`src/rtl/player_pkg.sv`:
```
// Shared definitions for the player movement path: direction codes used by the
// movement FSM and this controller, default grid size, controller state type.
package player_pkg;

  localparam int GRID_W = 20;
  localparam int GRID_H = 15;

  localparam logic [2:0] DIR_STILL = 3'b000;
  localparam logic [2:0] DIR_UP    = 3'b001;
  localparam logic [2:0] DIR_LEFT  = 3'b010;
  localparam logic [2:0] DIR_DOWN  = 3'b011;
  localparam logic [2:0] DIR_RIGHT = 3'b100;

  typedef enum logic [1:0] {
    IDLE,
    CALC,
    REQ
  } pos_state_t;

endpackage

```
`src/rtl/player_position_ctrl_if.sv`:
```
// Wall-memory lookup handshake: the controller is master, the maze memory is slave.
interface player_position_ctrl_if #(
  parameter int X_W = 5,
  parameter int Y_W = 4
);

  logic           wall_req;
  logic [X_W-1:0] wall_x;
  logic [Y_W-1:0] wall_y;
  logic           wall_ack;
  logic           wall_is_wall;

  modport master (
    output wall_req, wall_x, wall_y,
    input  wall_ack, wall_is_wall
  );

  modport slave (
    input  wall_req, wall_x, wall_y,
    output wall_ack, wall_is_wall
  );

endinterface

```
`src/rtl/step_timer.sv`:
```
// Free-running movement tick counter; enable=0 clears and holds it at zero.
module step_timer #(
  parameter int STEP_CYCLES = 5000000
) (
  input  logic clock,
  input  logic reset,
  input  logic enable,
  output logic tick
);

  localparam int CNT_W = (STEP_CYCLES > 1) ? $clog2(STEP_CYCLES) : 1;
  localparam logic [CNT_W-1:0] LAST = CNT_W'(STEP_CYCLES - 1);

  logic [CNT_W-1:0] count;

  // NOTE: sequential state uses non-blocking assignments so every register
  // samples pre-edge values, independent of block ordering.
  always_ff @(posedge clock or posedge reset) begin
    if (reset) begin
      count <= '0;
    end else if (!enable) begin
      count <= '0;
    end else if (count == LAST) begin
      count <= '0;
    end else begin
      count <= count + 1'b1;
    end
  end

  assign tick = enable && (count == LAST);

endmodule

```
`src/rtl/player_position_ctrl.sv`:
```
// Player grid position controller: on each movement tick, edge-checks the
// neighbouring cell, looks it up in wall memory, and commits or rejects the step.
module player_position_ctrl #(
  parameter int GRID_W      = player_pkg::GRID_W,
  parameter int GRID_H      = player_pkg::GRID_H,
  parameter int X_W         = 5,
  parameter int Y_W         = 4,
  parameter int START_X     = 1,
  parameter int START_Y     = 1,
  parameter int STEP_CYCLES = 5000000
) (
  input  logic                  clock,
  input  logic                  reset,
  input  logic                  enable,
  input  logic [2:0]            dir,
  player_position_ctrl_if.master mem,
  output logic [X_W-1:0]        pos_x,
  output logic [Y_W-1:0]        pos_y,
  output logic                  moved,
  output logic                  blocked
);

  import player_pkg::*;

  logic           tick;
  pos_state_t     state;
  logic [2:0]     dir_q;
  logic [X_W-1:0] tgt_x;
  logic [Y_W-1:0] tgt_y;
  logic           at_edge;
  logic           still;

  step_timer #(
    .STEP_CYCLES (STEP_CYCLES)
  ) u_step_timer (
    .clock  (clock),
    .reset  (reset),
    .enable (enable),
    .tick   (tick)
  );

  // NOTE: every output of this block gets a default first, so no path can
  // leave one unassigned and infer a latch.
  always_comb begin
    tgt_x   = pos_x;
    tgt_y   = pos_y;
    at_edge = 1'b0;
    still   = 1'b0;
    case (dir_q)
      DIR_UP: begin
        at_edge = (pos_y == '0);
        tgt_y   = pos_y - 1'b1;
      end
      DIR_LEFT: begin
        at_edge = (pos_x == '0);
        tgt_x   = pos_x - 1'b1;
      end
      DIR_DOWN: begin
        at_edge = (pos_y == Y_W'(GRID_H - 1));
        tgt_y   = pos_y + 1'b1;
      end
      DIR_RIGHT: begin
        at_edge = (pos_x == X_W'(GRID_W - 1));
        tgt_x   = pos_x + 1'b1;
      end
      default: still = 1'b1;
    endcase
  end

  // Ticks arriving in CALC or REQ are ignored; enable only gates new steps.
  always_ff @(posedge clock or posedge reset) begin
    if (reset) begin
      state        <= IDLE;
      dir_q        <= DIR_STILL;
      pos_x        <= X_W'(START_X);
      pos_y        <= Y_W'(START_Y);
      mem.wall_req <= 1'b0;
      mem.wall_x   <= '0;
      mem.wall_y   <= '0;
      moved        <= 1'b0;
      blocked      <= 1'b0;
    end else begin
      moved   <= 1'b0;
      blocked <= 1'b0;
      case (state)
        IDLE: begin
          if (tick) begin
            dir_q <= dir;
            state <= CALC;
          end
        end
        CALC: begin
          state <= IDLE;
          if (!still) begin
            if (at_edge) begin
              blocked <= 1'b1;
            end else begin
              mem.wall_x   <= tgt_x;
              mem.wall_y   <= tgt_y;
              mem.wall_req <= 1'b1;
              state        <= REQ;
            end
          end
        end
        REQ: begin
          if (mem.wall_ack) begin
            mem.wall_req <= 1'b0;
            state        <= IDLE;
            if (mem.wall_is_wall) begin
              blocked <= 1'b1;
            end else begin
              pos_x <= mem.wall_x;
              pos_y <= mem.wall_y;
              moved <= 1'b1;
            end
          end
        end
        default: state <= IDLE;
      endcase
    end
  end

endmodule

```
`src/flat_wrapper.sv`:
```
// flat-port wrapper written by rule: the top's interface ports become plain ports
module player_position_ctrl_flat import player_pkg::*;
#(
  parameter int GRID_W      = player_pkg::GRID_W,
  parameter int GRID_H      = player_pkg::GRID_H,
  parameter int X_W         = 5,
  parameter int Y_W         = 4,
  parameter int START_X     = 1,
  parameter int START_Y     = 1,
  parameter int STEP_CYCLES = 5000000
)
  (clock, reset, enable, dir, pos_x, pos_y, moved, blocked, mem_wall_req, mem_wall_x, mem_wall_y, mem_wall_ack, mem_wall_is_wall);
  player_position_ctrl_if #(.X_W(X_W), .Y_W(Y_W)) mem_i ();
  input  logic clock;
  input  logic reset;
  input  logic enable;
  input  logic [2:0] dir;
  output logic [X_W-1:0] pos_x;
  output logic [Y_W-1:0] pos_y;
  output logic moved;
  output logic blocked;
  output wire logic [$bits(mem_i.wall_req)-1:0] mem_wall_req;
  output wire logic [$bits(mem_i.wall_x)-1:0] mem_wall_x;
  output wire logic [$bits(mem_i.wall_y)-1:0] mem_wall_y;
  input wire logic [$bits(mem_i.wall_ack)-1:0] mem_wall_ack;
  input wire logic [$bits(mem_i.wall_is_wall)-1:0] mem_wall_is_wall;
  assign mem_wall_req = mem_i.wall_req;
  assign mem_wall_x = mem_i.wall_x;
  assign mem_wall_y = mem_i.wall_y;
  assign mem_i.wall_ack = mem_wall_ack;
  assign mem_i.wall_is_wall = mem_wall_is_wall;
  player_position_ctrl #(.GRID_W(GRID_W), .GRID_H(GRID_H), .X_W(X_W), .Y_W(Y_W), .START_X(START_X), .START_Y(START_Y), .STEP_CYCLES(STEP_CYCLES)) u_core (.clock(clock), .reset(reset), .enable(enable), .dir(dir), .mem(mem_i), .pos_x(pos_x), .pos_y(pos_y), .moved(moved), .blocked(blocked));
endmodule
```
`config.mk`:
```
export PLATFORM = sky130hd
export DESIGN_NAME = player_position_ctrl_flat
export DESIGN_NICKNAME = d
export VERILOG_FILES = /design/src/rtl/player_pkg.sv /design/src/rtl/player_position_ctrl_if.sv /design/src/rtl/step_timer.sv /design/src/rtl/player_position_ctrl.sv /design/src/flat_wrapper.sv
export SDC_FILE = /design/constraint.sdc
export NUM_CORES = 1
export LEC_CHECK = 0
export ABC_AREA = 1
export CELL_PAD_IN_SITES_DETAIL_PLACEMENT = 0
export CELL_PAD_IN_SITES_GLOBAL_PLACEMENT = 2
export CORE_MARGIN = 1.5
export CORE_UTILIZATION = 35
export DETAILED_ROUTE_END_ITERATION = 12
export GPL_TIMING_DRIVEN = 0
export PLACE_DENSITY_LB_ADDON = 0.1
export SYNTH_ARGS = -nofsm -noshare
export SYNTH_HDL_FRONTEND = slang
export SYNTH_SLANG_ARGS = --single-unit
```
`constraint.sdc`:
```
create_clock -name clock -period 3.5 [get_ports clock]
set_clock_uncertainty 0.2 [all_clocks]
set_input_delay 1.05 -clock clock [delete_from_list [all_inputs] [get_ports clock]]
set_output_delay 1.05 -clock clock [all_outputs]
set_load 0.02 [all_outputs]
```
==> results of run 1 <==
## final timing paths
path | end | slack, ns | from
max | pos_x[0] | 0.72 | u_core.pos_x[0]
min | u_core.mem.wall_req | 0.28 | u_core.mem.wall_req
max reg2reg | u_core.pos_x[1] | 1.29 | u_core.state[0]
min reg2reg | u_core.mem.wall_req | 0.28 | u_core.mem.wall_req
max in group asynchronous | u_core.pos_x[0] | 1.69 | reset
min in group asynchronous | u_core.u_step_timer.count[21] | 0.84 | reset
## state kept, by name, indices dropped and copies added (netlist names)
name and cells:
u_core.pos_y 4, u_core.moved 1, u_core.u_step_timer.count 23, u_core.dir_q 3, u_core.blocked 1, u_core.mem.wall_req 1, u_core.state 2, u_core.pos_x 5
u_core.mem.wall_y 4, u_core.mem.wall_x 5
## metrics by stage
| stage | setup TNS [ns] | util | power (mW) |
|---|---|---|---|
| floorplan | 0 | - | 0.6405 |
| global placement | -1.032 | 0.4099 | 0.6738 |
| detailed placement | 0 | 0.4124 | 0.6770 |
| CTS | 0 | 0.4267 | 1.120 |
| global route | 0 | 0.4267 | 1.152 |
| finish | 0 | 0.4267 | 1.100 |
## power groups by stage
stage	combinational (mW)	clock, mW	sequential (mW)
after CTS	0.0803	0.453	0.586
after global routing	0.0884	0.476	0.588
final	0.0784	0.436	0.586
after detailed placement	0.0800	0	0.597
after global placement	0.0767	0	0.597
after floorplan	0.0393	0	0.601
## layout make-up
type	count	area [um2]	area share
clock buffer	7	86.33	0.02487
clock inverter	1	30.03	0.008652
multi-input combinational	300	1494	0.4304
buffer	3	20.02	0.005768
sequential	49	1229	0.3540
timing repair buffer	29	300.3	0.08652
inverter	48	180.2	0.05191
tap	105	131.4	0.03785
## layer usage
metal	part of all wire	vias to the layer above	routed length [um]
li1	-	1330	-
met5	0	-	0
met2	0.49	30	3665
met3	0.022	12	162
met4	0.017	0	130
met1	0.47	1186	3475
## cell families (layout without fill, tap and decap cells)
family                   Yosys count  count (layout)  synth area share
XOR/XNOR                          13              13           0.03896
flip-flops                        49              49            0.4204
AO/OA/AOI/OAI                     25              25           0.04710
buffers and inverters             51              88           0.06849
adder cells (fa/ha/maj)           11              11           0.05223
AND/OR/NAND/NOR                  251             251            0.3729
## cell usage after synthesis (2+ instances only)
cell,number,area [um2]
dfstp_2,2,52.55
or2_2,3,18.77
nand2_1,118,442.9
nor3b_1,2,15.01
a21oi_1,6,30.03
nand3_2,6,60.06
dfrtp_1,47,1176
fa_1,2,40.04
xor2_1,12,105.1
inv_2,4,15.01
nor2_1,66,247.7
nand4_1,6,37.54
nand3_1,36,180.2
nor3_1,7,35.03
nand2_2,3,18.77
o21ai_0,14,70.07
ha_1,9,112.6
inv_1,44,165.2
==> reports/metrics.yaml, run 1 <==
run_status: "completed"
arrival_ns: 1.53
most_common_cell_after_layout_fill_and_taps_aside: "nand2_1"
timing.max_slew.rel_slack: 0.4456
critical_path_peak_fanout: 6
final_nets: 455
post_drt_antenna_nets: 0
clk_path_buf_depth: 2
setup-violations-final: 0
antenna_found_initial: 0
kind_of_start_point_of_the_critical_path: "flop"
pwr-share-clk: 0.396
cts.clk_slew.worst_paths_ns: 0.10
grt.total_usage: 0.1882
dieArea_um2: 8909
min_period_ns: 2.780
io_buffer_count: 28
irDropWorstVdd_mv: 0.1268
detail_route.first_pass.iterations: 4
slowest_stage: "clkdlybuf4s50_1"
use_met2: 0.3315
floorplan.die.height_um: 94.39
place_worst_setup_slack_ns: 0.4185
buffering_stage_count_on_the_worst_path_with_inverters_included: 1
path_depth: 1
fill_cells: 845
min_delay_path_depth: 2
met3_usage: 0.03301
wire_length_of_the_first_global_routing_pass_um: 12790
placement_rows: 33
clock_sinks: 49
overflow: 0
grt-busiest-layer: "met2"
static-leakage-power_nw: 1.595
cts-root-buf: "clkbuf_8"
tightest_slew_ns: 0.8271
floorplan.initialDensity: 0.3593
met1_track_demand_over_resource_in_global_routing: 0.2352
reg2regPathDepth: 6
postCtsSetupBuffers: 0
critPathMaxStageDelay_ns: 0.62
flow.area_growth_from_synthesis_pct: 18.75
cp.required_ns: 2.25
drc_violations_left: 0
synth.yosys.warnings: 0
grt_pass1_vias: 2634
hold_buffers: 0
min_period_over_period: 0.7942
synth_top_flop_cell: "dfrtp_1"
core_area_um2: 8134
drt-wirelength-per-cell_um: 13.71
synth.avg_cell_area_um2: 7.307
drt-total-wl_um: 7433
boundaryPins: 29
clock_insertion_delay_worst_skew_ns: 0.31
postPlaceCellArea_um2: 3354
power_per_cell_area_nw_per_um2: 317.1
die_width_um: 94.39
fmaxAchievable_ghz: 0.3598
total_count_of_max_transition_violations_in_the_final_report: 0
tritoncts.num_buffers: 5
most-common-layout-cells: "nand2_1, nor2_1, dfrtp_1"
worst_slack_ns: 0.7205
worstPathCellList: "clkdlybuf4s50_1"
netlist-cell-type-count: 31
power.combinational.fraction: 0.071
timing_worst_setup_path_type: "flop to output port"
viasPerCell: 4.720
postSynthNetCount: 419
hold_viol: 0
detailedRoute.firstIterationViolations: 73
hold_slack_ns: 0.2804
seq_power_share: 0.533
cp_top_family: "buffers and inverters"
synth_cells: 400
insertedDiodeCount: 0
mappedNetlistArea_um2: 2923
max_cap_viols: 0
cellInternalPower_uw: 841.3
power_switching_uw: 259.2
critical_path.endpoint_type: "output port"
cts_tree: "yes"
synth-seq-cells: 49
routed-via-count: 2558
synth-seq-area-share: 0.4204
gpl.final_weighted_congestion: 0.8804
synth-edff-count: 0
fin_area_um2: 3471
dp_hpwl_um: 5628
p_sw_frac: 0.2355
rsz0062_at_grt: "false"
cts_repair_resize_count: 0
hold_path.class: "flop to flop"
placed_cells_incl_taps: 534
post_route_cells_drive_above_1_share: 0.07551
grt_max_degree: 35
async_reset_ff_frac: 1.000
layout.cells.non_filler: 542
htree_levels: 2
Power figures use the tool's default switching activity.
==> run 2: changes to the inputs <==
--- a/config.mk
+++ b/config.mk
@@ -9,7 +9,7 @@
 export CELL_PAD_IN_SITES_DETAIL_PLACEMENT = 0
 export CELL_PAD_IN_SITES_GLOBAL_PLACEMENT = 2
 export CORE_MARGIN = 1.5
-export CORE_UTILIZATION = 35
+export CORE_UTILIZATION = 33
 export DETAILED_ROUTE_END_ITERATION = 12
 export GPL_TIMING_DRIVEN = 0
 export PLACE_DENSITY_LB_ADDON = 0.1
==> constraint.sdc (replaced) <==
create_clock -name clock -period 2.85 [get_ports clock]
set_clock_uncertainty 0.2 [all_clocks]
set_input_delay 0.855 -clock clock [delete_from_list [all_inputs] [get_ports clock]]
set_output_delay 0.855 -clock clock [all_outputs]
set_load 0.02 [all_outputs]
==> run 2 against run 1 <==
Against the previous run:
- setup slack got worse by 0.46 ns
- power rose by 17%
- cell count rose by 0.55%
- largest cell class unchanged
- largest power group unchanged
- highest routed layer unchanged
==> reports/metrics.yaml, run 2 (synthesized netlist as in run 1, its figures left out) <==
run_status: "completed"
rsz0062_at_grt: "false"
reg2regPathDepth: 6  # unchanged
fmaxAchievable_ghz: 0.3862
postCtsSetupBuffers: 0  # unchanged
viasPerCell: 4.769  # +1.0%
htree_levels: 2  # unchanged
gpl.final_weighted_congestion: 0.9357  # +6.3%
routed-via-count: 2599  # +1.6%
cts_repair_resize_count: 0  # unchanged
setup-violations-final: 0  # unchanged
cts_tree: "yes"
buffering_stage_count_on_the_worst_path_with_inverters_included: 1  # unchanged
wire_length_of_the_first_global_routing_pass_um: 12940  # +1.2%
place_worst_setup_slack_ns: -0.07007  # -0.4886 ns
die_width_um: 97.11  # +2.9%
power_per_cell_area_nw_per_um2: 371.5  # +17%
post_drt_antenna_nets: 0  # unchanged
clk_path_buf_depth: 2  # unchanged
total_count_of_max_transition_violations_in_the_final_report: 0  # unchanged
tritoncts.num_buffers: 5  # unchanged
grt_pass1_vias: 2584  # -1.9%
irDropWorstVdd_mv: 0.1420  # +12%
tightest_slew_ns: 0.8423  # +0.01514 ns
final_nets: 455  # unchanged
hold_path.class: "flop to flop"
insertedDiodeCount: 0  # unchanged
drt-wirelength-per-cell_um: 13.79  # +0.53%
cp.required_ns: 1.80  # -0.45 ns
boundaryPins: 29  # unchanged
cts-root-buf: "clkbuf_8"
clock_sinks: 49  # unchanged
static-leakage-power_nw: 1.589  # -0.42%
slowest_stage: "clkdlybuf4s50_1"
regMostFlops: "u_core.u_step_timer.count"
detail_route.first_pass.iterations: 4  # unchanged
hold_buffers: 0  # unchanged
floorplan.die.height_um: 97.11  # +2.9%
most_common_cell_after_layout_fill_and_taps_aside: "nand2_1"
largestRegisters: "u_core.u_step_timer.count (23), u_core.mem.wall_x (5), u_core.pos_x (5)"
hold_viol: 0  # unchanged
critical_path.endpoint_type: "output port"
overflow: 0  # unchanged
dieArea_um2: 9430  # +5.9%
max_cap_viols: 0  # unchanged
hold_start: "u_core.mem.wall_req"
regToRegEndpoint: "u_core.pos_y[3]"
timing.max_slew.rel_slack: 0.4354  # -0.01015
post_route_cells_drive_above_1_share: 0.07780  # +0.002288
grt.total_usage: 0.1721  # -0.01606
placement_rows: 34  # +3.0%
clock_insertion_delay_worst_skew_ns: 0.31  # about the same
flow.area_growth_from_synthesis_pct: 18.32
hold_end: "u_core.mem.wall_req"
timing_worst_setup_path_type: "flop to output port"
antenna_found_initial: 0  # unchanged
critPathMaxStageDelay_ns: 0.62  # about the same
min_delay_path_depth: 2  # unchanged
core_area_um2: 8636  # +6.2%
worst_slack_ns: 0.2607  # -0.4598 ns
min_period_ns: 2.589
floorplan.initialDensity: 0.3385  # -0.02088
io_buffer_count: 28  # unchanged
arrival_ns: 1.53  # about the same
drt-total-wl_um: 7514  # +1.1%
dp_hpwl_um: 5683  # +0.97%
largest_register_ffs: 23  # unchanged
crit-reg2reg-launch: "u_core.state[0]"
detailedRoute.firstIterationViolations: 71  # -2.7%
drc_violations_left: 0  # unchanged
grt_max_degree: 38  # +8.6%
cts.clk_slew.worst_paths_ns: 0.11  # about the same
most-common-layout-cells: "nand2_1, nor2_1, dfrtp_1"
final.setup.tns_ns: 0  # unchanged
regToRegSetupSlack_ns: 0.64  # -0.65 ns
cp_top_family: "buffers and inverters"
worstPathCellList: "clkdlybuf4s50_1"
cp-startpoint: "u_core.pos_x[0]"
critical_path_peak_fanout: 6  # unchanged
min_period_over_period: 0.9085
kind_of_start_point_of_the_critical_path: "flop"
[run 2: changes by cell type in the layout (fill, tap and decap cells not counted), sizes merged]
cell / delta
bufinv: -1
clkbuf: -1
inv: +1
clkinv: +1
[run 2: power breakdown]
part / internal (mW) / switching (mW)
clock: 0.203 / 0.266
combinational: 0.0404 / 0.0564
sequential: 0.706 / 0.0133
[run 2: area by class of cell]
cell class | instances | area, um2
fill | 945 | 5177
multi-input combinational | 300 | 1494
sequential | 49 | 1229
timing repair buffer | 29 | 300.3
inverter | 48 | 180.2
tap | 108 | 135.1
clock buffer | 6 | 82.58
buffer | 3 | 20.02
clock inverter | 2 | 17.52
[run 2: worst max-delay path by stage]
stage,end,slack (ns),cells past startpoint
3_3_place_gp,u_core.pos_x[3],-0.49,2
4_1_cts,pos_x[0],0.24,1
5_1_grt,u_core.pos_x[2],0.19,5
2_1_floorplan,u_core.blocked,0.63,1
3_5_place_dp,u_core.pos_x[3],-0.07,5
6_report,pos_x[0],0.26,1
[run 2: per-stage QoR]
| step | utilization | hold slack, ns | cells | area, um2 | total power [mW] |
|---|---|---|---|---|---|
| after floorplan | - | 0.2534 | 400 | 2923 | 0.7866 |
| after detailed placement | 0.3889 | 0.2613 | 537 | 3358 | 0.8320 |
| after global routing | 0.4005 | 0.3204 | 545 | 3458 | 1.356 |
| after CTS | 0.4005 | 0.2824 | 545 | 3458 | 1.305 |
| final | 0.4005 | 0.2774 | 545 | 3458 | 1.285 |
| after global placement | 0.3866 | 0.2563 | 536 | 3338 | 0.8282 |
[run 2: worst min-delay path: stages, from the launching register on]
cell and delay (ns):
dfrtp_1 0.35, nand2_1 0.05, nand2_1 0.05
[run 2: per-layer routing]
layer	GRT usage	wire [um]	vias up
met5	0	0	-
met4	0.05574	173	0
met3	0.02518	232	14
met2	0.3109	3781	45
met1	0.2096	3326	1207
li1	-	-	1333
==> run 3: changes to the inputs <==
--- a/config.mk
+++ b/config.mk
@@ -9,7 +9,7 @@
 export CELL_PAD_IN_SITES_DETAIL_PLACEMENT = 0
 export CELL_PAD_IN_SITES_GLOBAL_PLACEMENT = 2
 export CORE_MARGIN = 1.5
-export CORE_UTILIZATION = 33
+export CORE_UTILIZATION = 35
 export DETAILED_ROUTE_END_ITERATION = 12
 export GPL_TIMING_DRIVEN = 0
 export PLACE_DENSITY_LB_ADDON = 0.1
==> constraint.sdc (replaced) <==
create_clock -name clock -period 3.1 [get_ports clock]
set_clock_uncertainty 0.2 [all_clocks]
set_input_delay 0.93 -clock clock [delete_from_list [all_inputs] [get_ports clock]]
set_output_delay 0.93 -clock clock [all_outputs]
set_load 0.02 [all_outputs]
==> results of run 3 <==
Same layout as run 1 (identical final DEF). Status: completed.
Among the figures that moved: setup slack after placement 0.4185 ns -> 0.1385 ns; setup slack after layout 0.7205 ns -> 0.4405 ns; register-to-register setup slack 1.29 ns -> 0.89 ns; total power 1.100 mW -> 1.242 mW; worst IR drop on VDD 0.1268 mV -> 0.1432 mV
